<file path="src/rtl/multicycle_ctrl.sv">
// Multicycle MIPS-style control unit: Moore FSM sequencing fetch,
// decode, execute, memory and write-back, plus retire counter and trap flag.
module multicycle_ctrl #(
    parameter int ALU_CTRL_W    = 4,
    parameter int CNT_W         = 32,
    parameter int MEM_HANDSHAKE = 1,
    parameter int TRAP_HALT     = 1
) (
    input  logic                  clk,
    input  logic                  rst,
    input  logic                  zero,
    input  logic [5:0]            operation,
    input  logic [5:0]            func,
    input  logic                  mem_ready,
    output logic [1:0]            alu_src_a,
    output logic [2:0]            alu_src_b,
    output logic [1:0]            pc_src,
    output logic                  instr_or_data,
    output logic                  instr_reg_we,
    output logic                  reg_we,
    output logic [1:0]            reg_write_addr,
    output logic [1:0]            reg_write_data,
    output logic                  mem_req,
    output logic                  mem_we,
    output logic                  pc_reg_we,
    output logic [ALU_CTRL_W-1:0] alu_controller,
    output logic                  illegal_instr,
    output logic [CNT_W-1:0]      retired,
    output logic [4:0]            state_dbg
);

    typedef enum logic [4:0] {
        S_FETCH    = 5'd0,
        S_DECODE   = 5'd1,
        S_MEMADDR  = 5'd2,
        S_MEMREAD  = 5'd3,
        S_MEMWRITE = 5'd4,
        S_MEMWB    = 5'd5,
        S_BEQ      = 5'd6,
        S_BNE      = 5'd7,
        S_JUMP     = 5'd8,
        S_JAL      = 5'd9,
        S_JR       = 5'd10,
        S_SHIFT    = 5'd11,
        S_REXEC    = 5'd12,
        S_IMMEXEC  = 5'd13,
        S_ALUWB    = 5'd14,
        S_IMMWB    = 5'd15,
        S_TRAP     = 5'd16
    } state_e;

    localparam logic [5:0] OP_R    = 6'b000000;
    localparam logic [5:0] OP_J    = 6'b000010;
    localparam logic [5:0] OP_JAL  = 6'b000011;
    localparam logic [5:0] OP_BEQ  = 6'b000100;
    localparam logic [5:0] OP_BNE  = 6'b000101;
    localparam logic [5:0] OP_ADDI = 6'b001000;
    localparam logic [5:0] OP_SLTI = 6'b001010;
    localparam logic [5:0] OP_ANDI = 6'b001100;
    localparam logic [5:0] OP_ORI  = 6'b001101;
    localparam logic [5:0] OP_XORI = 6'b001110;
    localparam logic [5:0] OP_LW   = 6'b100011;
    localparam logic [5:0] OP_SW   = 6'b101011;

    localparam logic [5:0] F_SLL  = 6'b000000;
    localparam logic [5:0] F_SRL  = 6'b000010;
    localparam logic [5:0] F_SRA  = 6'b000011;
    localparam logic [5:0] F_SLLV = 6'b000100;
    localparam logic [5:0] F_SRLV = 6'b000110;
    localparam logic [5:0] F_SRAV = 6'b000111;
    localparam logic [5:0] F_JR   = 6'b001000;
    localparam logic [5:0] F_ADD  = 6'b100000;
    localparam logic [5:0] F_SUB  = 6'b100010;
    localparam logic [5:0] F_AND  = 6'b100100;
    localparam logic [5:0] F_OR   = 6'b100101;
    localparam logic [5:0] F_XOR  = 6'b100110;
    localparam logic [5:0] F_SLT  = 6'b101010;

    localparam logic [3:0] A_AND = 4'd0;
    localparam logic [3:0] A_OR  = 4'd1;
    localparam logic [3:0] A_ADD = 4'd2;
    localparam logic [3:0] A_SLL = 4'd3;
    localparam logic [3:0] A_SRL = 4'd4;
    localparam logic [3:0] A_SRA = 4'd5;
    localparam logic [3:0] A_SUB = 4'd6;
    localparam logic [3:0] A_SLT = 4'd7;
    localparam logic [3:0] A_XOR = 4'd8;

    state_e           state_q, state_d;
    logic [5:0]       op_q, op_d;
    logic [5:0]       func_q, func_d;
    logic [CNT_W-1:0] retired_q, retired_d;
    logic             illegal_q, illegal_d;
    logic             rdy;
    logic             rexec_ok;
    logic [3:0]       rexec_alu;
    logic [3:0]       alu_code;

    // Memory completion, optionally forced when the bus has no handshake
    assign rdy = (MEM_HANDSHAKE == 0) ? 1'b1 : mem_ready;

    // R-type funct decode for the execute state; flags unknown functs
    always_comb begin
        rexec_ok  = 1'b1;
        rexec_alu = A_ADD;
        case (func_q)
            F_AND:   rexec_alu = A_AND;
            F_OR:    rexec_alu = A_OR;
            F_ADD:   rexec_alu = A_ADD;
            F_SUB:   rexec_alu = A_SUB;
            F_SLT:   rexec_alu = A_SLT;
            F_XOR:   rexec_alu = A_XOR;
            F_SLLV:  rexec_alu = A_SLL;
            F_SRLV:  rexec_alu = A_SRL;
            F_SRAV:  rexec_alu = A_SRA;
            default: rexec_ok  = 1'b0;
        endcase
    end

    // Next-state logic; opcode/funct are captured while in Decode
    always_comb begin
        state_d = state_q;
        op_d    = op_q;
        func_d  = func_q;
        unique case (state_q)
            S_FETCH: begin
                if (rdy) state_d = S_DECODE;
            end
            S_DECODE: begin
                op_d   = operation;
                func_d = func;
                case (operation)
                    OP_LW, OP_SW: state_d = S_MEMADDR;
                    OP_BEQ:       state_d = S_BEQ;
                    OP_BNE:       state_d = S_BNE;
                    OP_ADDI, OP_ANDI, OP_ORI,
                    OP_XORI, OP_SLTI:
                                  state_d = S_IMMEXEC;
                    OP_J:         state_d = S_JUMP;
                    OP_JAL:       state_d = S_JAL;
                    OP_R: begin
                        if (func == F_JR)
                            state_d = S_JR;
                        else if (func == F_SLL || func == F_SRL ||
                                 func == F_SRA)
                            state_d = S_SHIFT;
                        else
                            state_d = S_REXEC;
                    end
                    default:      state_d = S_TRAP;
                endcase
            end
            S_MEMADDR: begin
                state_d = (op_q == OP_LW) ? S_MEMREAD : S_MEMWRITE;
            end
            S_MEMREAD: begin
                if (rdy) state_d = S_MEMWB;
            end
            S_MEMWRITE: begin
                if (rdy) state_d = S_FETCH;
            end
            S_MEMWB, S_BEQ, S_BNE, S_JUMP, S_JAL, S_JR,
            S_ALUWB, S_IMMWB: begin
                state_d = S_FETCH;
            end
            S_SHIFT:   state_d = S_ALUWB;
            S_REXEC:   state_d = rexec_ok ? S_ALUWB : S_TRAP;
            S_IMMEXEC: state_d = S_IMMWB;
            S_TRAP:    state_d = (TRAP_HALT != 0) ? S_TRAP : S_FETCH;
            default:   state_d = S_FETCH;
        endcase
    end

    // Retire count bumps on any return to Fetch except from Trap
    always_comb begin
        retired_d = retired_q;
        if (state_d == S_FETCH && state_q != S_FETCH &&
            state_q != S_TRAP)
            retired_d = retired_q + CNT_W'(1);
        illegal_d = illegal_q | (state_d == S_TRAP);
    end

    // State, captured instruction fields, counter and sticky trap flag
    always_ff @(posedge clk or posedge rst) begin
        if (rst) begin
            state_q   <= S_FETCH;
            op_q      <= 6'd0;
            func_q    <= 6'd0;
            retired_q <= '0;
            illegal_q <= 1'b0;
        end else begin
            state_q   <= state_d;
            op_q      <= op_d;
            func_q    <= func_d;
            retired_q <= retired_d;
            illegal_q <= illegal_d;
        end
    end

    // Moore output decode; strobes are forced low while reset is held
    always_comb begin
        alu_src_a      = 2'b00;
        alu_src_b      = 3'b000;
        pc_src         = 2'b00;
        instr_or_data  = 1'b0;
        instr_reg_we   = 1'b0;
        reg_we         = 1'b0;
        reg_write_addr = 2'b00;
        reg_write_data = 2'b00;
        mem_req        = 1'b0;
        mem_we         = 1'b0;
        pc_reg_we      = 1'b0;
        alu_code       = A_ADD;
        unique case (state_q)
            S_FETCH: begin
                mem_req      = 1'b1;
                alu_src_b    = 3'b001;
                instr_reg_we = rdy;
                pc_reg_we    = rdy;
            end
            S_DECODE: begin
                alu_src_b = 3'b011;
            end
            S_MEMADDR: begin
                alu_src_a = 2'b01;
                alu_src_b = 3'b010;
            end
            S_MEMREAD: begin
                mem_req       = 1'b1;
                instr_or_data = 1'b1;
            end
            S_MEMWRITE: begin
                mem_req       = 1'b1;
                instr_or_data = 1'b1;
                mem_we        = 1'b1;
            end
            S_MEMWB: begin
                reg_we         = 1'b1;
                reg_write_data = 2'b01;
            end
            S_BEQ, S_BNE: begin
                alu_src_a = 2'b01;
                pc_src    = 2'b01;
                alu_code  = A_SUB;
                pc_reg_we = (state_q == S_BEQ) ? zero : ~zero;
            end
            S_JUMP: begin
                pc_src    = 2'b10;
                pc_reg_we = 1'b1;
            end
            S_JAL: begin
                pc_src         = 2'b10;
                pc_reg_we      = 1'b1;
                reg_we         = 1'b1;
                reg_write_addr = 2'b10;
                reg_write_data = 2'b10;
            end
            S_JR: begin
                pc_src    = 2'b11;
                pc_reg_we = 1'b1;
            end
            S_SHIFT: begin
                alu_src_a = 2'b10;
                alu_src_b = 3'b100;
                case (func_q)
                    F_SLL:   alu_code = A_SLL;
                    F_SRL:   alu_code = A_SRL;
                    F_SRA:   alu_code = A_SRA;
                    default: alu_code = A_ADD;
                endcase
            end
            S_REXEC: begin
                alu_src_a = 2'b01;
                alu_code  = rexec_alu;
            end
            S_IMMEXEC: begin
                alu_src_a = 2'b01;
                case (op_q)
                    OP_ANDI: begin
                        alu_src_b = 3'b101;
                        alu_code  = A_AND;
                    end
                    OP_ORI: begin
                        alu_src_b = 3'b101;
                        alu_code  = A_OR;
                    end
                    OP_XORI: begin
                        alu_src_b = 3'b101;
                        alu_code  = A_XOR;
                    end
                    OP_SLTI: begin
                        alu_src_b = 3'b010;
                        alu_code  = A_SLT;
                    end
                    default: begin
                        alu_src_b = 3'b010;
                        alu_code  = A_ADD;
                    end
                endcase
            end
            S_ALUWB: begin
                reg_we         = 1'b1;
                reg_write_addr = 2'b01;
            end
            S_IMMWB: begin
                reg_we = 1'b1;
            end
            S_TRAP: begin
                alu_code = A_ADD;
            end
            default: begin
                alu_code = A_ADD;
            end
        endcase
        if (rst) begin
            instr_reg_we = 1'b0;
            reg_we       = 1'b0;
            mem_req      = 1'b0;
            mem_we       = 1'b0;
            pc_reg_we    = 1'b0;
        end
    end

    assign alu_controller = ALU_CTRL_W'(alu_code);
    assign illegal_instr  = illegal_q;
    assign retired        = retired_q;
    assign state_dbg      = state_q;

endmodule

</file>
<file path="config.mk">
export PLATFORM = sky130hd
export DESIGN_NAME = multicycle_ctrl
export DESIGN_NICKNAME = d
export VERILOG_FILES = /design/src/rtl/multicycle_ctrl.sv
export SDC_FILE = /design/constraint.sdc
export NUM_CORES = 1
export LEC_CHECK = 0
export ABC_CLOCK_PERIOD_IN_PS = 2790
export BUFFER_PORTS_ARGS = -buffer_cell sky130_fd_sc_hd__buf_2
export CORE_UTILIZATION = 54
export DETAILED_ROUTE_END_ITERATION = 12
export GPL_TIMING_DRIVEN = 0
export HOLD_SLACK_MARGIN = 0.12
export PLACE_DENSITY = 0.8
export SLEW_MARGIN = 20
export SYNTH_ARGS = -nofsm -noshare
export SYNTH_HDL_FRONTEND = slang
export SYNTH_SLANG_ARGS = --single-unit
</file>
<file path="constraint.sdc">
create_clock -name clk -period 2.79 [get_ports clk]
set_input_delay 0.558 -clock clk [delete_from_list [all_inputs] [get_ports clk]]
set_output_delay 0.558 -clock clk [all_outputs]
set_load 0.1 [all_outputs]
</file>
Word level (Yosys, flattened, before mapping)
Cells that the tools add are included.
{"block": "totals", "reg_bits": 50, "latchBits": 0, "mem_bits_rw": 0, "rom_bits": 0, "out_inout_bits": 59, "n_memories": 0}
{"block": "op_classes", "addsub": 1, "mul": 0, "div_mod_pow": 0, "order_cmp": 0, "n_eq_ne": 48, "shift": 0, "mux": 32, "bitwise": 2, "reduce_logical": 21}
{"cell": "equality test 6 x 4 -> 1 bit, second input constant", "n": 10}
{"cell": "equality test 6 bit, second input constant", "n": 9}
{"cell": "one-hot mux 5 bit (9 select lines)", "n": 1}
{"cell": "equality test 5 x 4 -> 1 bit, second input constant", "n": 8}
{"cell": "equality test 6 x 2 -> 1 bit, second input constant", "n": 6}
{"cell": "one-hot mux 5 bit (7 select lines)", "n": 1}
{"cell": "adder 32 x 1 -> 32 bit, second input constant", "n": 1}
{"cell": "one-hot mux 4 bit (4 select lines)", "n": 2}
{"cell": "one-hot mux 4 bit (8 select lines)", "n": 1}
{"cell": "equality test 6 x 3 -> 1 bit, second input constant", "n": 5}
{"cell": "equality test 5 x 3 -> 1 bit, second input constant", "n": 4}
{"cell": "2-to-1 mux 5 bit", "n": 4}
{"cell": "zero test 6 bit", "n": 3}
{"cell": "one-hot mux 3 bit (5 select lines)", "n": 1}
{"cell": "2-to-1 mux 1 bit", "n": 12}
{"cell": "2-to-1 mux 3 bit", "n": 4}
{"cell": "one-hot mux 2 bit (2 select lines)", "n": 3}
{"cell": "equality test 5 x 2 -> 1 bit, second input constant", "n": 2}
{"cell": "equality test 5 bit, second input constant", "n": 2}
{"cell": "zero test 5 bit", "n": 2}
{"cell": "OR reduction 5 bit", "n": 2}
{"cell": "one-hot mux 3 bit (3 select lines)", "n": 1}
{"cell": "OR reduction 3 bit", "n": 3}
{"cell": "OR reduction 9 bit", "n": 1}
{"cell": "11 further kinds", "n": 16}

Longest topological paths before layout
{"block": "depth", "depth_word": 10, "mapped_depth": 9}

Least setup slack after synthesis
OpenSTA, ideal clock, no wires.
{"block": "synth_path", "kind": "flip-flop to output port", "start": "register state_q[3], in the netlist state_dbg[3]", "end": "output port pc_reg_we", "arrival_time_ns": 4.775, "required_ns": 2.232, "path_slack_ns": -2.543, "stages_incl_launch_ff": 5, "path_buffers": 2, "cell_sequence": "dfrtp_1 buf_2 buf_1 a221oi_1 nor4b_1"}
{"block": "synth_via", "elab_chain_cells": 4, "elab_cells_between_ends": 11, "cone_classes": "eq/ne: 5; mux: 3; reduce/logical: 3"}
{"element": "start: declaration", "line_no": "89", "rtl": "state_e state_q, state_d;"}
{"element": "start signal: assignment", "line_no": "192", "rtl": "state_q <= state_d;"}
{"element": "equality test 5 x 4 -> 1 bit, or another cell as far along", "line_no": "214", "rtl": "unique case (state_q)"}
{"element": "OR reduction 3 bit (no source line), or another cell as far along"}
{"element": "one-hot mux 1 bit (3 select lines) (*)", "line_no": "214"}
{"element": "2-to-1 mux 1 bit (*)", "line_no": "315", "rtl": "if (rst) begin"}
{"element": "end: declaration", "line_no": "25", "rtl": "output logic pc_reg_we,"}
Mark *: on every way between the ends. The rest lies on a longest branch, timed or not.

Worst setup path in the final report
{"block": "layout_path", "start": "register state_q[2], in the netlist state_dbg[2]", "end": "output port alu_controller[1]"}
{"block": "layout_via", "elab_chain_cells": 3, "elab_cells_between_ends": 7, "cone_classes": "eq/ne: 5; mux: 1; reduce/logical: 1"}
{"element": "equality test 5 x 3 -> 1 bit", "line_no": "214"}
{"element": "OR reduction 2 bit"}
{"element": "one-hot mux 4 bit (4 select lines) (*)", "line_no": "214"}
{"element": "end: declaration", "line_no": "26", "rtl": "output logic [ALU_CTRL_W-1:0] alu_controller,"}
Marks and branches as above.

==> impl_summary.md <==
Setup path
In this run the register-to-register setup slack is 170 ps. The kind of start point of the critical path is a flip-flop. The required arrival time at the worst endpoint is 2230 ps.

The critical path's slowest cell is sky130_fd_sc_hd__dfrtp_2. The cell depth of the worst flop-to-flop path is 8. Of all nets on the critical path, the largest fanout is 7.

The beginning of the critical path is state_dbg[2]. For the worst setup path, the data arrival time is 2150 ps. The largest single stage delay on the critical path is 480 ps. Together, buffers and inverters on the worst path number 1. The startpoint identified for the worst register-to-register timing path is op_q[2]. The critical path in this run is classified as reg -> out. The signal on the critical path passes through nor3b_4 > nand3_2 > nor4b_4 > nand2_1 > a21o_1 > nand2_2 > nand3_4 > buf_12.

The worst setup path is captured at an output port. Grouping stages by cell kind, the critical path spends the most delay in simple AND/OR/NAND/NOR gates. The reg-to-reg critical path endpoint is retired[25].

Logic synthesis
Ranked by instance count, the synthesized netlist is headed by 50 x sky130_fd_sc_hd__dfrtp_1, 33 x sky130_fd_sc_hd__xnor2_1, 27 x sky130_fd_sc_hd__nand2_1. The cell taking the most area after synthesis is sky130_fd_sc_hd__dfrtp_1. Synthesis instantiated 60 different standard cells from the library. Yosys printed 0 warnings. The most common cell in the synthesized netlist is sky130_fd_sc_hd__dfrtp_1. Yosys attributes the largest share of cell area to sky130_fd_sc_hd__dfrtp_1 39%, sky130_fd_sc_hd__xnor2_1 9.1%, sky130_fd_sc_hd__nand4_1 4.5%. The part of the Yosys area used for sequential elements is 39.2%. In this run the biggest area consumer among cell types represents 39.2% of the synthesized area. Synthesis produced a netlist with a net count of 360. A synthesized cell averages 9.31 sq um.

In this run, synthesis produced a sequential element count of 50. The share of async-settable or async-resettable flops after synthesis is 100%. The synthesized cell area is 3190 sq um. The prevailing post-synth register cell is sky130_fd_sc_hd__dfrtp_1. Synthesis produced 343 cells. The number of flops mapped to enable cells by yosys is 0.

Place
Summing all placed instances gives a cell area of 3870 sq um. The detailed placer's ending HPWL is 5810 um. The count of input and output buffers is 72. The last weighted congestion value of the routability-driven placer is 0.841.

Power
For this design the total switching power over the nets is 1.57 mW. The fraction of power spent switching nets is 48.4%. The leakage power is 1.88 nW. The ratio of total power to cell area is 788 nW/um^2.

The share of total power in combinational logic is 50.3%. The power share of the sequential group is 32.9%. Total power for the finished layout comes to 3.23 mW. Internal power comes to 1.67 mW. In this run, the clock network consumes 16.9% of the power.

The maximum vdd drop is 0.650 mV.

Floorplan
In this run the count of I/O pins placed on the die edge is 75. The area of the die is 6220 sq um. In this run the vertical extent of the chip is 78.9 um. The row count is 27.

The initial utilization of the core area, before any placement, comes to 56.9%. The placeable core region is 5610 sq um. The die outline width is 78.9 um.

STA
The transition time of the tightest slew-check pin is 663 ps. In this run the tightest slew margin relative to its limit is 55.2%. After routing, the total negative slack on setup checks comes to 0 ps. The final critical-path required period is 2710 ps. The top achievable clock speed is 369 MHz. For the final database, setup skew stands at 16.9 ps. Setup repair after global routing could not meet its margin everywhere. The worst path uses 97.1% of the clock period. Setup violations remaining at the end of the flow were counted as 0. The final count of pins violating max slew is 0. The hold violation total from the final report was 0.

CTS
After clock tree synthesis, the clock-pin slew on the worst setup and hold paths is 100 ps. The clock root buffer is sky130_fd_sc_hd__clkbuf_8. TritonCTS built the clock tree.

The number of clock buffers inserted by TritonCTS is 5. Buffers inserted to repair hold after CTS numbered 0. In this run the number of H-tree levels came out at 2. For the worst-skew pair, the clock arrives at the later sink with an insertion delay of 310 ps. The CTS sink count is 50. The maximum root-to-sink buffer count is 2.

Layout
With fillers left out, the area of the finished cells amounts to 4100 sq um. The footprint of the multi-input gates is 1990 sq um. The number of nets in the layout is 444. The antenna diode count is 0. The layout-stage area growth over the synthesis result is 28.5%. The filler cell count in the final layout is 451. In the final layout, flip-flops and latches occupy 1260 sq um. Of the cells placed in the final design, the portion with a size suffix greater than 1 is 36.7%. The fraction of the core area covered by cells at the end of the flow is 73.2%.

Global routing
Global routing finished with a remaining overflow of 0. The pin count of the biggest net entering global routing is 27. Global routing used 27.6% of the available tracks across all layers. The wire length of the first global-routing pass is 13500 um. The via count of the first global-routing pass is 2689. The number of antenna violations at the first check in global routing was 0.

Route
In the final routed layout, each cell accounts on average for 16.4 um. In the routed design, unresolved DRC markers number 0. The detail route stage leaves a number of antenna-violating nets equal to 0. The total number of vias is 2981. The final layout contains routed wiring with a total length of 8190 um. The violation count after the first detailed-routing iteration is 238. The first detailed-routing pass took 4 iterations. The average vias per placed instance is 5.96.

Hold path
The path class of the lowest-slack min-delay path is in -> async.

Status
The run finished with clean final reports.

Run
The count of max-cap constraint violations is 0.
[worst max path at each step]
stage / to / cells past startpoint
finish: alu_controller[1] / 8
global route: alu_controller[1] / 8
CTS: alu_controller[1] / 9
detailed placement: mem_req / 4
global placement: mem_req / 4
floorplan: mem_we / 3
[layout make-up]
class	count	area share, %
timing repair buffer	78	10.6
buffer	20	3.51
inverter	14	1.37
clock buffer	6	2.01
tap	72	2.20
timing repair inverter	1	0.183
multi-input combinational	257	48.5
sequential	50	30.6
clock inverter	2	0.945
[worst register-to-register path: cells and delay by family (launching register included)]
kind            cells  cell delay [ps]
compound gates      2              490
simple gates        4             1250
xor+xnor            1              160
flops               1              440
buf+inv             1              190
[logic make-up (layout without fill, tap and decap cells)]
family,after synthesis,in the layout,synth area share (%)
flip-flops,50,50,39.2
AO/OA/AOI/OAI,48,48,11.1
buffers and inverters,36,121,5.21
XOR/XNOR,35,35,9.60
AND/OR/NAND/NOR,160,160,29.9
multiplexers,13,13,4.51
adder cells (fa/ha/maj),1,1,0.392
[per-layer routing]
layer / wire length [um] / GRT usage, % / up-vias
met1: 3960 / 42.8 / 1468
met2: 3860 / 42.0 / 85
met5: 0 / 0 / -
met3: 326 / 3.45 / 6
li1: - / - / 1422
met4: 44 / 4.55 / 0
[metrics by stage]
step | hold slack, ps | std cells | setup WS (ps)
6_report | 417 | 500 | 80.4
5_1_grt | 471 | 500 | -30.0
4_1_cts | 432 | 496 | 23.1
3_5_place_dp | 456 | 487 | -290
3_3_place_gp | 450 | 487 | -261
2_1_floorplan | 459 | 343 | -564
[state kept, by name (all words and copies together), names as in the netlist]
signal and flops:
state_dbg 5, func_q 6, retired 32, illegal_instr 1, op_q 6
[cell usage in the layout, fill, tap and decap left out, types with 6 or more instances in the layout]
cell type and count:
sky130_fd_sc_hd__nor3b_1 6, sky130_fd_sc_hd__dfrtp_1 45, sky130_fd_sc_hd__nand2b_1 6, sky130_fd_sc_hd__xnor2_1 33, sky130_fd_sc_hd__and3_1 13, sky130_fd_sc_hd__clkbuf_8 8, sky130_fd_sc_hd__buf_4 10, sky130_fd_sc_hd__and4_1 7
sky130_fd_sc_hd__nor2_1 10, sky130_fd_sc_hd__nand2_1 25, sky130_fd_sc_hd__a21oi_1 8, sky130_fd_sc_hd__mux2_2 11, sky130_fd_sc_hd__nand4_1 23, sky130_fd_sc_hd__inv_1 12, sky130_fd_sc_hd__o21ai_0 15, sky130_fd_sc_hd__nand3_1 11
sky130_fd_sc_hd__nor3_1 8, sky130_fd_sc_hd__buf_2 74
[repair_timing]
action | 4_1_cts | 5_1_grt
endpoints found under the setup margin | 4 | 26
buffers inserted | 0 | 6
gates resized for setup | 11 | 8
gates cloned | 1 | 0
pin swaps | 2 | 4
[power by group through the flow]
stage | combinational (mW) | clock, mW | sequential [mW]
floorplan | 0.986 | 0 | 1.35
global placement | 1.57 | 0 | 1.03
detailed placement | 1.59 | 0 | 1.04
CTS | 1.62 | 0.549 | 1.03
global route | 1.73 | 0.576 | 1.09
finish | 1.63 | 0.545 | 1.06
Power figures use the tool's default switching activity.
